===== config.mk =====
export PLATFORM = sky130hd
export DESIGN_NAME = bin16_to_bcd4_seq_flat
export DESIGN_NICKNAME = d
export VERILOG_FILES = /design/src/rtl/bin16_to_bcd4_seq_if.sv /design/src/rtl/bin16_to_bcd4_seq.sv /design/src/flat_wrapper.sv
export SDC_FILE = /design/constraint.sdc
export NUM_CORES = 1
export LEC_CHECK = 0
export ABC_CLOCK_PERIOD_IN_PS = 2400
export CAP_MARGIN = 20
export CORE_MARGIN = 2
export CORE_UTILIZATION = 45
export CTS_BUF_LIST = sky130_fd_sc_hd__clkbuf_8
export CTS_CLUSTER_DIAMETER = 40
export DETAILED_ROUTE_END_ITERATION = 7
export PLACE_DENSITY = 0.68
export SYNTH_ARGS = -nofsm -noshare
export SYNTH_HDL_FRONTEND = slang
export SYNTH_SLANG_ARGS = --single-unit

===== constraint.sdc =====
create_clock -name clk -period 2.4 [get_ports clk]
set_clock_uncertainty 0.05 [all_clocks]
set_input_delay 0.24 -clock clk [delete_from_list [all_inputs] [get_ports clk]]
set_output_delay 0.24 -clock clk [all_outputs]
set_load 0.05 [all_outputs]

===== src/rtl/bin16_to_bcd4_seq_if.sv =====
// Handshake/data bundle between the 0-9999 scaler and the BCD converter.
// The master drives start/bin_in; the slave returns status and the held digits.
interface bin16_to_bcd4_seq_if #(
  parameter int unsigned IN_W = 16
);
  logic            start;
  logic [IN_W-1:0] bin_in;
  logic            busy;
  logic            done;
  logic [15:0]     bcd;
  logic [3:0]      blank;
  logic            ovf;

  modport master (
    output start, bin_in,
    input  busy, done, bcd, blank, ovf
  );

  modport slave (
    input  start, bin_in,
    output busy, done, bcd, blank, ovf
  );
endinterface


===== src/rtl/bin16_to_bcd4_seq.sv =====
// Saturating 16-bit binary to 4-digit BCD (double dabble, one bit per clock), 17-cycle latency.
// No backpressure: start is honoured only in IDLE, otherwise dropped; outputs hold until the next LOAD.
module bin16_to_bcd4_seq #(
  parameter int unsigned MAX_VAL = 9999,
  parameter int unsigned IN_W    = 16
) (
  input logic                 clk,
  input logic                 reset_n,
  bin16_to_bcd4_seq_if.slave  bus
);

  localparam int unsigned     CNT_W = $clog2(IN_W);
  localparam logic [IN_W-1:0] MAX_W = IN_W'(MAX_VAL);
  localparam logic [CNT_W-1:0] LAST = CNT_W'(IN_W - 1);

  typedef enum logic [1:0] {IDLE, SHIFT, LOAD} state_t;

  state_t           state, state_nxt;
  logic [IN_W-1:0]  bin_sr;
  logic [15:0]      scratch;
  logic [15:0]      adj;
  logic [CNT_W-1:0] count;
  logic             ovf_pending;
  logic             over;
  logic [15:0]      bcd_q;
  logic [3:0]       blank_q;
  logic             ovf_q;
  logic             done_q;

  assign over = (bus.bin_in > MAX_W);

  // Add-3 correction happens before the shift so no nibble ever leaves 0-9.
  always_comb begin
    adj = scratch;
    for (int i = 0; i < 4; i++) begin
      if (scratch[4*i +: 4] >= 4'd5)
        adj[4*i +: 4] = scratch[4*i +: 4] + 4'd3;
    end
  end

  always_ff @(posedge clk or negedge reset_n) begin
    if (!reset_n) state <= IDLE;
    else          state <= state_nxt;
  end

  always_comb begin
    state_nxt = state;
    case (state)
      IDLE:    if (bus.start) state_nxt = SHIFT;
      SHIFT:   if (count == LAST) state_nxt = LOAD;
      LOAD:    state_nxt = IDLE;
      default: state_nxt = IDLE;
    endcase
  end

  always_comb begin
    bus.busy = (state != IDLE);
  end

  always_ff @(posedge clk or negedge reset_n) begin
    if (!reset_n) begin
      bin_sr      <= '0;
      scratch     <= '0;
      count       <= '0;
      ovf_pending <= 1'b0;
      bcd_q       <= '0;
      blank_q     <= 4'b1110;
      ovf_q       <= 1'b0;
      done_q      <= 1'b0;
    end else begin
      done_q <= 1'b0;
      case (state)
        IDLE: begin
          if (bus.start) begin
            bin_sr      <= over ? MAX_W : bus.bin_in;
            scratch     <= '0;
            count       <= '0;
            ovf_pending <= over;
          end
        end
        SHIFT: begin
          scratch <= {adj[14:0], bin_sr[IN_W-1]};
          bin_sr  <= {bin_sr[IN_W-2:0], 1'b0};
          count   <= count + 1'b1;
        end
        LOAD: begin
          bcd_q      <= scratch;
          ovf_q      <= ovf_pending;
          blank_q[3] <= (scratch[15:12] == 4'd0);
          blank_q[2] <= (scratch[15:8] == 8'd0);
          blank_q[1] <= (scratch[15:4] == 12'd0);
          blank_q[0] <= 1'b0;
          done_q     <= 1'b1;
        end
        default: ;
      endcase
    end
  end

  assign bus.bcd   = bcd_q;
  assign bus.blank = blank_q;
  assign bus.ovf   = ovf_q;
  assign bus.done  = done_q;

endmodule


===== src/flat_wrapper.sv =====
// flat-port wrapper written by rule: the top's interface ports become plain ports
module bin16_to_bcd4_seq_flat 
#(
  parameter int unsigned MAX_VAL = 9999,
  parameter int unsigned IN_W    = 16
)
  (clk, reset_n, bus_start, bus_bin_in, bus_busy, bus_done, bus_bcd, bus_blank, bus_ovf);
  bin16_to_bcd4_seq_if #(.IN_W(IN_W)) bus_i ();
  input logic clk;
  input logic reset_n;
  input wire logic [$bits(bus_i.start)-1:0] bus_start;
  input wire logic [$bits(bus_i.bin_in)-1:0] bus_bin_in;
  output wire logic [$bits(bus_i.busy)-1:0] bus_busy;
  output wire logic [$bits(bus_i.done)-1:0] bus_done;
  output wire logic [$bits(bus_i.bcd)-1:0] bus_bcd;
  output wire logic [$bits(bus_i.blank)-1:0] bus_blank;
  output wire logic [$bits(bus_i.ovf)-1:0] bus_ovf;
  assign bus_i.start = bus_start;
  assign bus_i.bin_in = bus_bin_in;
  assign bus_busy = bus_i.busy;
  assign bus_done = bus_i.done;
  assign bus_bcd = bus_i.bcd;
  assign bus_blank = bus_i.blank;
  assign bus_ovf = bus_i.ovf;
  bin16_to_bcd4_seq #(.MAX_VAL(MAX_VAL), .IN_W(IN_W)) u_core (.clk(clk), .reset_n(reset_n), .bus(bus_i));
endmodule

# Yosys cells after proc, flatten, opt, wreduce, memory -nomap -nowiden
# Index checks and enable logic that the tools add are counted.
[word_totals] ff_bits=60 input_bits=19 out_inout_bits=23 elab_cells=48
[op_classes] add_sub_neg=5 n_lt_le_gt_ge=5 eq_ne=5 mux=15 reduce_logical=9
[ops] op="16-bit case mux with 2 select lines" count=2
[ops] op="16-bit 2-to-1 mux" count=3
[ops] op="4-bit by 3-bit greater-or-equal comparator with 1-bit output (second input constant)" count=4
[ops] op="16-bit by 14-bit > comparator with 1-bit output (second input constant)" count=1
[ops] op="4-bit 2-to-1 mux" count=4
[ops] op="4-bit by 2-bit adder with 4-bit output (second input constant)" count=3
[ops] op="12-bit zero test" count=1
[ops] op="8-bit zero test" count=1
[ops] op="4-bit case mux with 2 select lines" count=1
[ops] op="2-bit AND reduction" count=3
[ops] op="4-bit by 1-bit adder with 4-bit output (second input constant)" count=1
[ops] op="4-bit == test (second input constant)" count=1
[ops] op="4-bit zero test" count=1
[ops] op="2-bit 2-to-1 mux" count=2
[ops] op="2-bit case mux with 2 select lines" count=1
[ops] op="2-bit nonzero test" count=2
[ops] op="3-bit by 2-bit adder with 3-bit output (second input constant)" count=1
[ops] op="3-bit 2-to-1 mux" count=1
[ops] op="2-bit by 1-bit == test with 1-bit output (second input constant)" count=1
[ops] op="2-bit == test (second input constant)" count=1
[ops] op="2-bit zero test" count=1
[ops] op="2-bit by 1-bit != test with 1-bit output (second input constant)" count=1
[ops] op="2-bit != test (second input constant)" count=1
[ops] op="1-bit 2-to-1 mux" count=1

# Longest topological paths before layout
# Gate-level depths: netlist (run 1).
[depth] depth_word=4 depth_mapped=6 ltp_nobuf=6

# Worst setup path before layout (run 1)
# Ideal clock, no wire load.
[synth_path] path_kind="reg-to-reg" from="reg u_core.scratch[4]" to="reg u_core.scratch[6]" setup_time_ps=77 t_arrival_ps=1459 t_required_ps=2273 path_slack_ps=815 path_stages_with_launch=7 path_buffers=0 synth_period_minus_slack_ps=1585 cell_sequence="dfrtp_1 inv_1 ha_1 nand2b_1 a21oi_1 mux2_2 o21ai_1"
[synth_via] elab_chain_cells=3 word_cells_on_any_way=4 classes_between="add/sub (1); order compare (1); mux (2)"
[synth_lines] element="from (decl)" line="bin16_to_bcd4_seq.sv:20" source="logic [15:0] scratch;"
[synth_lines] element="from (signal assigned)" line="bin16_to_bcd4_seq.sv:82" source="scratch <= {adj[14:0], bin_sr[IN_W-1]};"
[synth_lines] element="4-bit by 2-bit adder with 4-bit output or 4-bit by 3-bit greater-or-equal comparator with 1-bit output (tied branches)" line="bin16_to_bcd4_seq.sv:37, bin16_to_bcd4_seq.sv:36"
[synth_lines] element="4-bit 2-to-1 mux *" line="bin16_to_bcd4_seq.sv:36" source="if (scratch[4*i +: 4] >= 4'd5)"
[synth_lines] element="16-bit case mux with 2 select lines *" line="bin16_to_bcd4_seq.sv:72" source="case (state)"
# Every way passes the cells marked *; elsewhere a longest branch is shown, timed or not.
# A chain may end at the register's enable or synchronous reset.

# Worst setup path after layout (run 1)
[layout_path] from="reg u_core.state[0]" to="out bus_busy"
[layout_via] elab_chain_cells=1
[layout_lines] element="from (decl)" line="bin16_to_bcd4_seq.sv:18" source="state_t state, state_nxt;"
[layout_lines] element="from (signal assigned)" line="bin16_to_bcd4_seq.sv:43" source="else state <= state_nxt;"
[layout_lines] element="2-bit nonzero test" line="bin16_to_bcd4_seq.sv:57" source="bus.busy = (state != IDLE);"
[layout_lines] element="to (decl)" line="flat_wrapper.sv:13" source="output wire logic [$bits(bus_i.busy)-1:0] bus_busy;"
# Every way passes these cells.

==> flow_summary_export.csv, run 1 <==
group,metric,value,unit
status,status,"complete, no violations",
clock_tree,clock_latency,0.34,ns
clock_tree,cts_resized,0,
logic_synthesis,syn_area,2800,µm²
detailed_routing,vias,2225,
clock_tree,clockBufferDepth,2,
worst_setup_path,cp.arrival,1.78,ns
worst_hold_path,hold_class,"in2reg",
floorplanning,start_util,47.0,%
timing,final_hold_viol_count,0,
clock_tree,cts.clk_slew.worst_paths,0.07,ns
worst_setup_path,cp_max_fo,6,
logic_synthesis,netlist_instances,292,
timing,fmax,0.483,GHz
worst_setup_path,crit_type,"reg2out",
logic_synthesis,yosysWarnings,0,
grt,antenna_found_initial,0,
timing,slew_headroom,56.2,%
grt,grt_pass1_wl,10000,µm
place,gp_congestion,0.766,
worst_setup_path,crit_path_end_kind,"output port",
timing,fin_crit,2.07,ns
detailed_routing,routed_wl,5640,µm
detailed_routing,drt_first_pass_iters,4,
finish,fin_util,59.0,%
floorplanning,die_w,82.9,µm
floorplanning,io-pin-count,42,
power,leakage,0.00159,µW
finish,fin_nets,367,
grt,grt_overflow_total,0,
worst_setup_path,ff2ff_setup_slack,0.57,ns
timing,period_share,86.2,%
worst_setup_path,worstPathCellList,"or2_2, clkdlybuf4s50_1",
floorplanning,core,5960,µm²
worst_setup_path,cp.required,2.11,ns
grt,grt_max_degree,29,
timing,setup_tns,0,ns
worst_setup_path,start_kind,"flip-flop",
clock_tree,htree_levels,3,
timing,setup_viol,0,
clock_tree,postCtsSetupRepairBufs,0,
clock_tree,cts_hold_buf,1,
place,io_buffers,40,
grt,grt_pass1_vias,2129,
finish,finalNonFillerCells,417,
timing,worstMarginPinSlew,0.657,ns
clock_tree,clock_sinks,60,
logic_synthesis,yosys_register_bits,60,
detailed_routing,drcViolationCount,0,
detailed_routing,via_per_inst,5.34,
clock_tree,cts-root-buf,"clkbuf_8",
power,ir_drop,0.668,mV
clock_tree,numCtsBuffers,9,
timing,slew_viol_final,0,
place,hpwl,4010,µm
timing,holdWs,0.381,ns
worst_setup_path,max_stage_delay,0.70,ns
job,drv_cap,0,
finish,finalInstanceArea,3510,µm²
logic_synthesis,synth_async_sr_flop_share,100,%
worst_setup_path,cp_slowest_cell,"clkdlybuf4s50_1",
logic_synthesis,ys_seq_area_share,53.8,%
detailed_routing,routedWlPerCell,13.5,µm
floorplanning,rows,28,
timing,grt_setup_unrepaired,"no",
logic_synthesis,syn_avg_cell_area,9.59,µm²
floorplanning,die_area,6870,µm²
place,place_area,3280,µm²
power,power_density,1400,nW/µm²
floorplanning,die_h,82.9,µm
finish,diodes,0,
detailed_routing,drt_iter0_drc,185,
grt,grt_usage,18.0,%
finish,syn_to_final_growth,25.4,%
detailed_routing,postRouteAntennaNets,0,
logic_synthesis,synth_edf_count,0,
place,dpl.cell_count,400,
logic_synthesis,synth_nets,322,
clock_tree,cts_tree,"done",
logic_synthesis,synthFlopType,"dfrtp_1",
logic_synthesis,synth_cell_types,41,
finish,drive_gt1_share,9.94,%
-- cell usage after synthesis (2+ instances only) --
master	instances	share of area [%]
buf_1	4	0.54
a21oi_1	18	3.2
buf_2	7	1.3
nand2_1	57	7.6
ha_1	11	4.9
dfrtp_1	57	51
mux2_2	3	1.2
nand2b_1	7	1.6
xnor2_1	4	1.3
nand3_1	21	3.8
inv_1	13	1.7
o22ai_1	5	1.1
nand4_1	2	0.45
xor2_1	2	0.63
a32o_1	4	1.4
nor2_1	14	1.9
dfstp_2	3	2.8
clkbuf_1	3	0.40
o21ai_0	12	2.1
a221o_1	2	0.71
nor3b_1	2	0.54
o21ai_1	12	2.1
and3_1	3	0.67
o31ai_1	9	2.4
-- worst max-delay path, delay by kind of cell (launching register included) --
kind	cells	cell delay, ns
simple gates	1	0.31
flops	1	0.43
buf+inv	1	0.70
-- sequential cells by signal, summed over array words and instances, names as in the netlist --
register and cells:
u_core.bus.done 1, u_core.bus.blank 3, u_core.count 4, u_core.state 2, u_core.ovf_pending 1, u_core.scratch 16, u_core.bus.ovf 1, u_core.bus.bcd 16
u_core.bin_sr 16
-- power breakdown --
part / internal [µW] / switching, µW / total, µW
clock: 591 / 399 / 990
sequential: 1440 / 320 / 1760
combinational: 870 / 1290 / 2160
total: 2900 / 2010 / 4910
-- logic make-up (layout without fill, tap and decap cells) --
logic type	count (synthesis)	in the layout	share of synthesized area, %
simple gates	116	116	19.3
compound gates	65	65	14.1
flops	60	60	53.8
buf+inv	29	79	4.33
fa+ha+maj	11	11	4.92
xor+xnor	6	6	1.88
mux	4	4	1.56
other cells	1	1	0.134
-- path summary, 6_finish.rpt --
| path | cells after the start | end | startpoint |
|---|---|---|---|
| worst min-delay path | 3 | u_core.bin_sr[2] | bus_bin_in[2] |
| worst max register to register | 4 | u_core.scratch[7] | u_core.state[1] |
| worst min register to register | 2 | u_core.bus.blank[1] | u_core.bus.blank[1] |
| worst max-delay path | 2 | bus_busy | u_core.state[0] |
| min in group asynchronous | 2 | u_core.bus.bcd[2] | reset_n |
| max in group asynchronous | 3 | u_core.bus.blank[1] | reset_n |
-- placed cells by master (no fill, tap or decap), types with 2 or more instances in the layout --
| master | netlist | layout |
|---|---|---|
| mux2_2 | 3 | 3 |
| nand2b_1 | 7 | 7 |
| xor2_1 | 2 | 2 |
| clkbuf_8 | 0 | 13 |
| o22ai_1 | 5 | 5 |
| o21ai_1 | 12 | 12 |
| nand4_1 | 2 | 2 |
| a221o_1 | 2 | 2 |
| inv_1 | 13 | 13 |
| a32o_1 | 4 | 4 |
| a21oi_1 | 18 | 18 |
| buf_4 | 1 | 8 |
| xnor2_1 | 4 | 4 |
| ha_1 | 11 | 11 |
| o21ai_0 | 12 | 12 |
| dfstp_2 | 3 | 3 |
| nor2_1 | 14 | 14 |
| dfrtp_1 | 57 | 57 |
| nand2_1 | 57 | 57 |
| and3_1 | 3 | 3 |
| nand3_1 | 21 | 21 |
| nor3b_1 | 2 | 2 |
| clkdlybuf4s50_1 | 0 | 39 |
| o31ai_1 | 9 | 9 |
-- metal layers --
metal / GRT usage, % / share of wire [%] / wire length (µm)
met1: 24.4 / 48 / 2710
met2: 27.6 / 45 / 2550
met3: 4.87 / 4.9 / 277
met4: 7.15 / 1.9 / 110
met5: 0 / 0 / 0
-- through the flow --
step	setup WS, ns	power (µW)
floorplan	0.815	3320
global placement	0.452	3880
detailed placement	0.410	3950
CTS	0.314	4940
global route	0.268	5280
finish	0.331	4910
-- area by class of cell --
cell class | count | area [µm²]
well taps | 75 | 93.8
fillers | 554 | 2440
inverters | 14 | 52.6
clock inverters | 3 | 42.5
flip-flops and latches | 60 | 1510
clock buffers | 13 | 179
multi-input cells | 203 | 1170
repair buffers | 49 | 465
Power figures use the tool's default switching activity.
==> run 2, diff against run 1 <==
- CORE_UTILIZATION: 45 -> 40
- PLACE_DENSITY: 0.68 -> default
==> flow_summary_export.csv, run 2 (synthesis gave the netlist of run 1 again) <==
group,metric,value,unit
status,status,"complete, but fails checks",
status,violations,"hold timing",
grt,antenna_found_initial,0,
power,power_density,1360,nW/µm²
floorplanning,die_area,7690,µm²
worst_setup_path,crit_type,"reg2out",
floorplanning,start_util,41.2,%
worst_setup_path,crit_path_end_kind,"output port",
worst_setup_path,cp_max_fo,6,
detailed_routing,routed_wl,5710,µm
timing,slew_headroom,49.9,%
floorplanning,rows,30,
finish,drive_gt1_share,9.97,%
detailed_routing,routedWlPerCell,13.1,µm
clock_tree,postCtsSetupRepairBufs,0,
finish,diodes,0,
clock_tree,cts_resized,0,
clock_tree,htree_levels,3,
worst_setup_path,cp.arrival,1.79,ns
worst_hold_path,hold_class,"in2async",
clock_tree,cts-root-buf,"clkbuf_8",
timing,worstMarginPinSlew,0.752,ns
timing,period_share,86.9,%
detailed_routing,wl_met1,2860,µm
worst_setup_path,cp_slowest_cell,"clkdlybuf4s50_1",
detailed_routing,vias,2155,
grt,grt_max_degree,61,
clock_tree,cts.clk_slew.worst_paths,0.06,ns
detailed_routing,postRouteAntennaNets,0,
floorplanning,io-pin-count,42,
finish,syn_to_final_growth,24.8,%
detailed_routing,drt_iter0_drc,73,
timing,setup_viol,0,
worst_setup_path,start_kind,"flip-flop",
place,hpwl,3880,µm
detailed_routing,drt_first_pass_iters,4,
worst_setup_path,worstPathCellList,"or2_2, clkdlybuf4s50_1",
clock_tree,cts_hold_buf,0,
detailed_routing,drcViolationCount,0,
power,power,4770,µW
finish,fin_nets,366,
worst_setup_path,worst-path-buf-inv,1,
job,drv_cap,0,
timing,holdWs,-0.00570,ns
clock_tree,cts_tree,"done",
floorplanning,core,6790,µm²
timing,setup_tns,0,ns
power,leakage,0.00157,µW
power,ir_drop,0.769,mV
timing,final_hold_viol_count,6,
detailed_routing,route.met2.wl,2490,µm
timing,fmax,0.480,GHz
detailed_routing,met3_length,277,µm
clock_tree,clock_sinks,60,
grt,grt_pass1_wl,9840,µm
detailed_routing,maxUsedRoutingLayer,"met4",
floorplanning,die_h,87.7,µm
timing,fin_crit,2.08,ns
clock_tree,clock_latency,0.34,ns
finish,layout_common_cells,"57 x nand2_1, 57 x dfrtp_1, 39 x clkdlybuf4s50_1, 21 x nand3_1, 18 x a21oi_1",
timing,slew_viol_final,0,
timing,grt_setup_unrepaired,"no",
grt,grt_pass1_vias,2111,
place,gp_congestion,0.766,
floorplanning,die_w,87.7,µm
worst_setup_path,critPathTopFamily,"buffers and inverters",
detailed_routing,via_per_inst,4.93,
clock_tree,clockBufferDepth,2,
worst_setup_path,cp.required,2.11,ns
grt,grt_overflow_total,0,
clock_tree,numCtsBuffers,9,
place,io_buffers,40,
grt,grt_usage,16.8,%
worst_setup_path,max_stage_delay,0.70,ns
-- run 2: changes by cell type in the layout (fill, tap and decap cells not counted), sizes merged --
cell,previous run,this run
clkinv,2,4
clkbuf,13,12
bufinv,1,0
dlygate4sd3,1,0
-- run 2: path summary, 6_finish.rpt --
kind	start	endpoint	slack [ns]	cells past startpoint
max in group asynchronous	reset_n	u_core.bin_sr[11]	1.79	2
min	reset_n	u_core.bus.bcd[2]	-0.006	2
min reg2reg	u_core.bus.blank[2]	u_core.bus.blank[2]	0.40	2
min in group clk	bus_bin_in[3]	u_core.bin_sr[3]	0.39	3
max	u_core.state[0]	bus_busy	0.32	2
max reg2reg	u_core.scratch[4]	u_core.scratch[6]	0.60	6
-- run 2: final cells by class --
type | count | area, µm²
Inverter | 14 | 52.6
Tap cell | 96 | 120
Clock buffer | 12 | 165
Fill cell | 652 | 3300
Sequential cell | 60 | 1510
Clock inverter | 4 | 22.5
Timing Repair Buffer | 48 | 455
Multi-Input combinational cell | 203 | 1170
-- run 2: routing by layer --
layer,up-vias,GRT usage [%]
li1,1090,-
met1,1004,23.4
met2,52,24.7
met3,9,3.77
met4,0,8.53
met5,-,0
-- run 2: per-stage QoR --
stage / std cells / util (%) / worst slack (ns) / area (µm²) / hold slack, ns
after floorplan: 292 / - / 0.815 / 2800 / -0.106
after global placement: 421 / 48.7 / 0.479 / 3310 / 0.392
after detailed placement: 421 / 48.7 / 0.478 / 3310 / 0.394
after CTS: 437 / 51.4 / 0.297 / 3490 / 0.0378
after global routing: 437 / 51.4 / 0.277 / 3490 / 0.0703
final: 437 / 51.4 / 0.315 / 3490 / -0.00570
-- run 2: report_power, final --
group | switching (µW) | total, µW | internal [µW]
registers | 320 | 1760 | 1440
logic | 1290 | 2160 | 871
clock network | 391 | 844 | 453
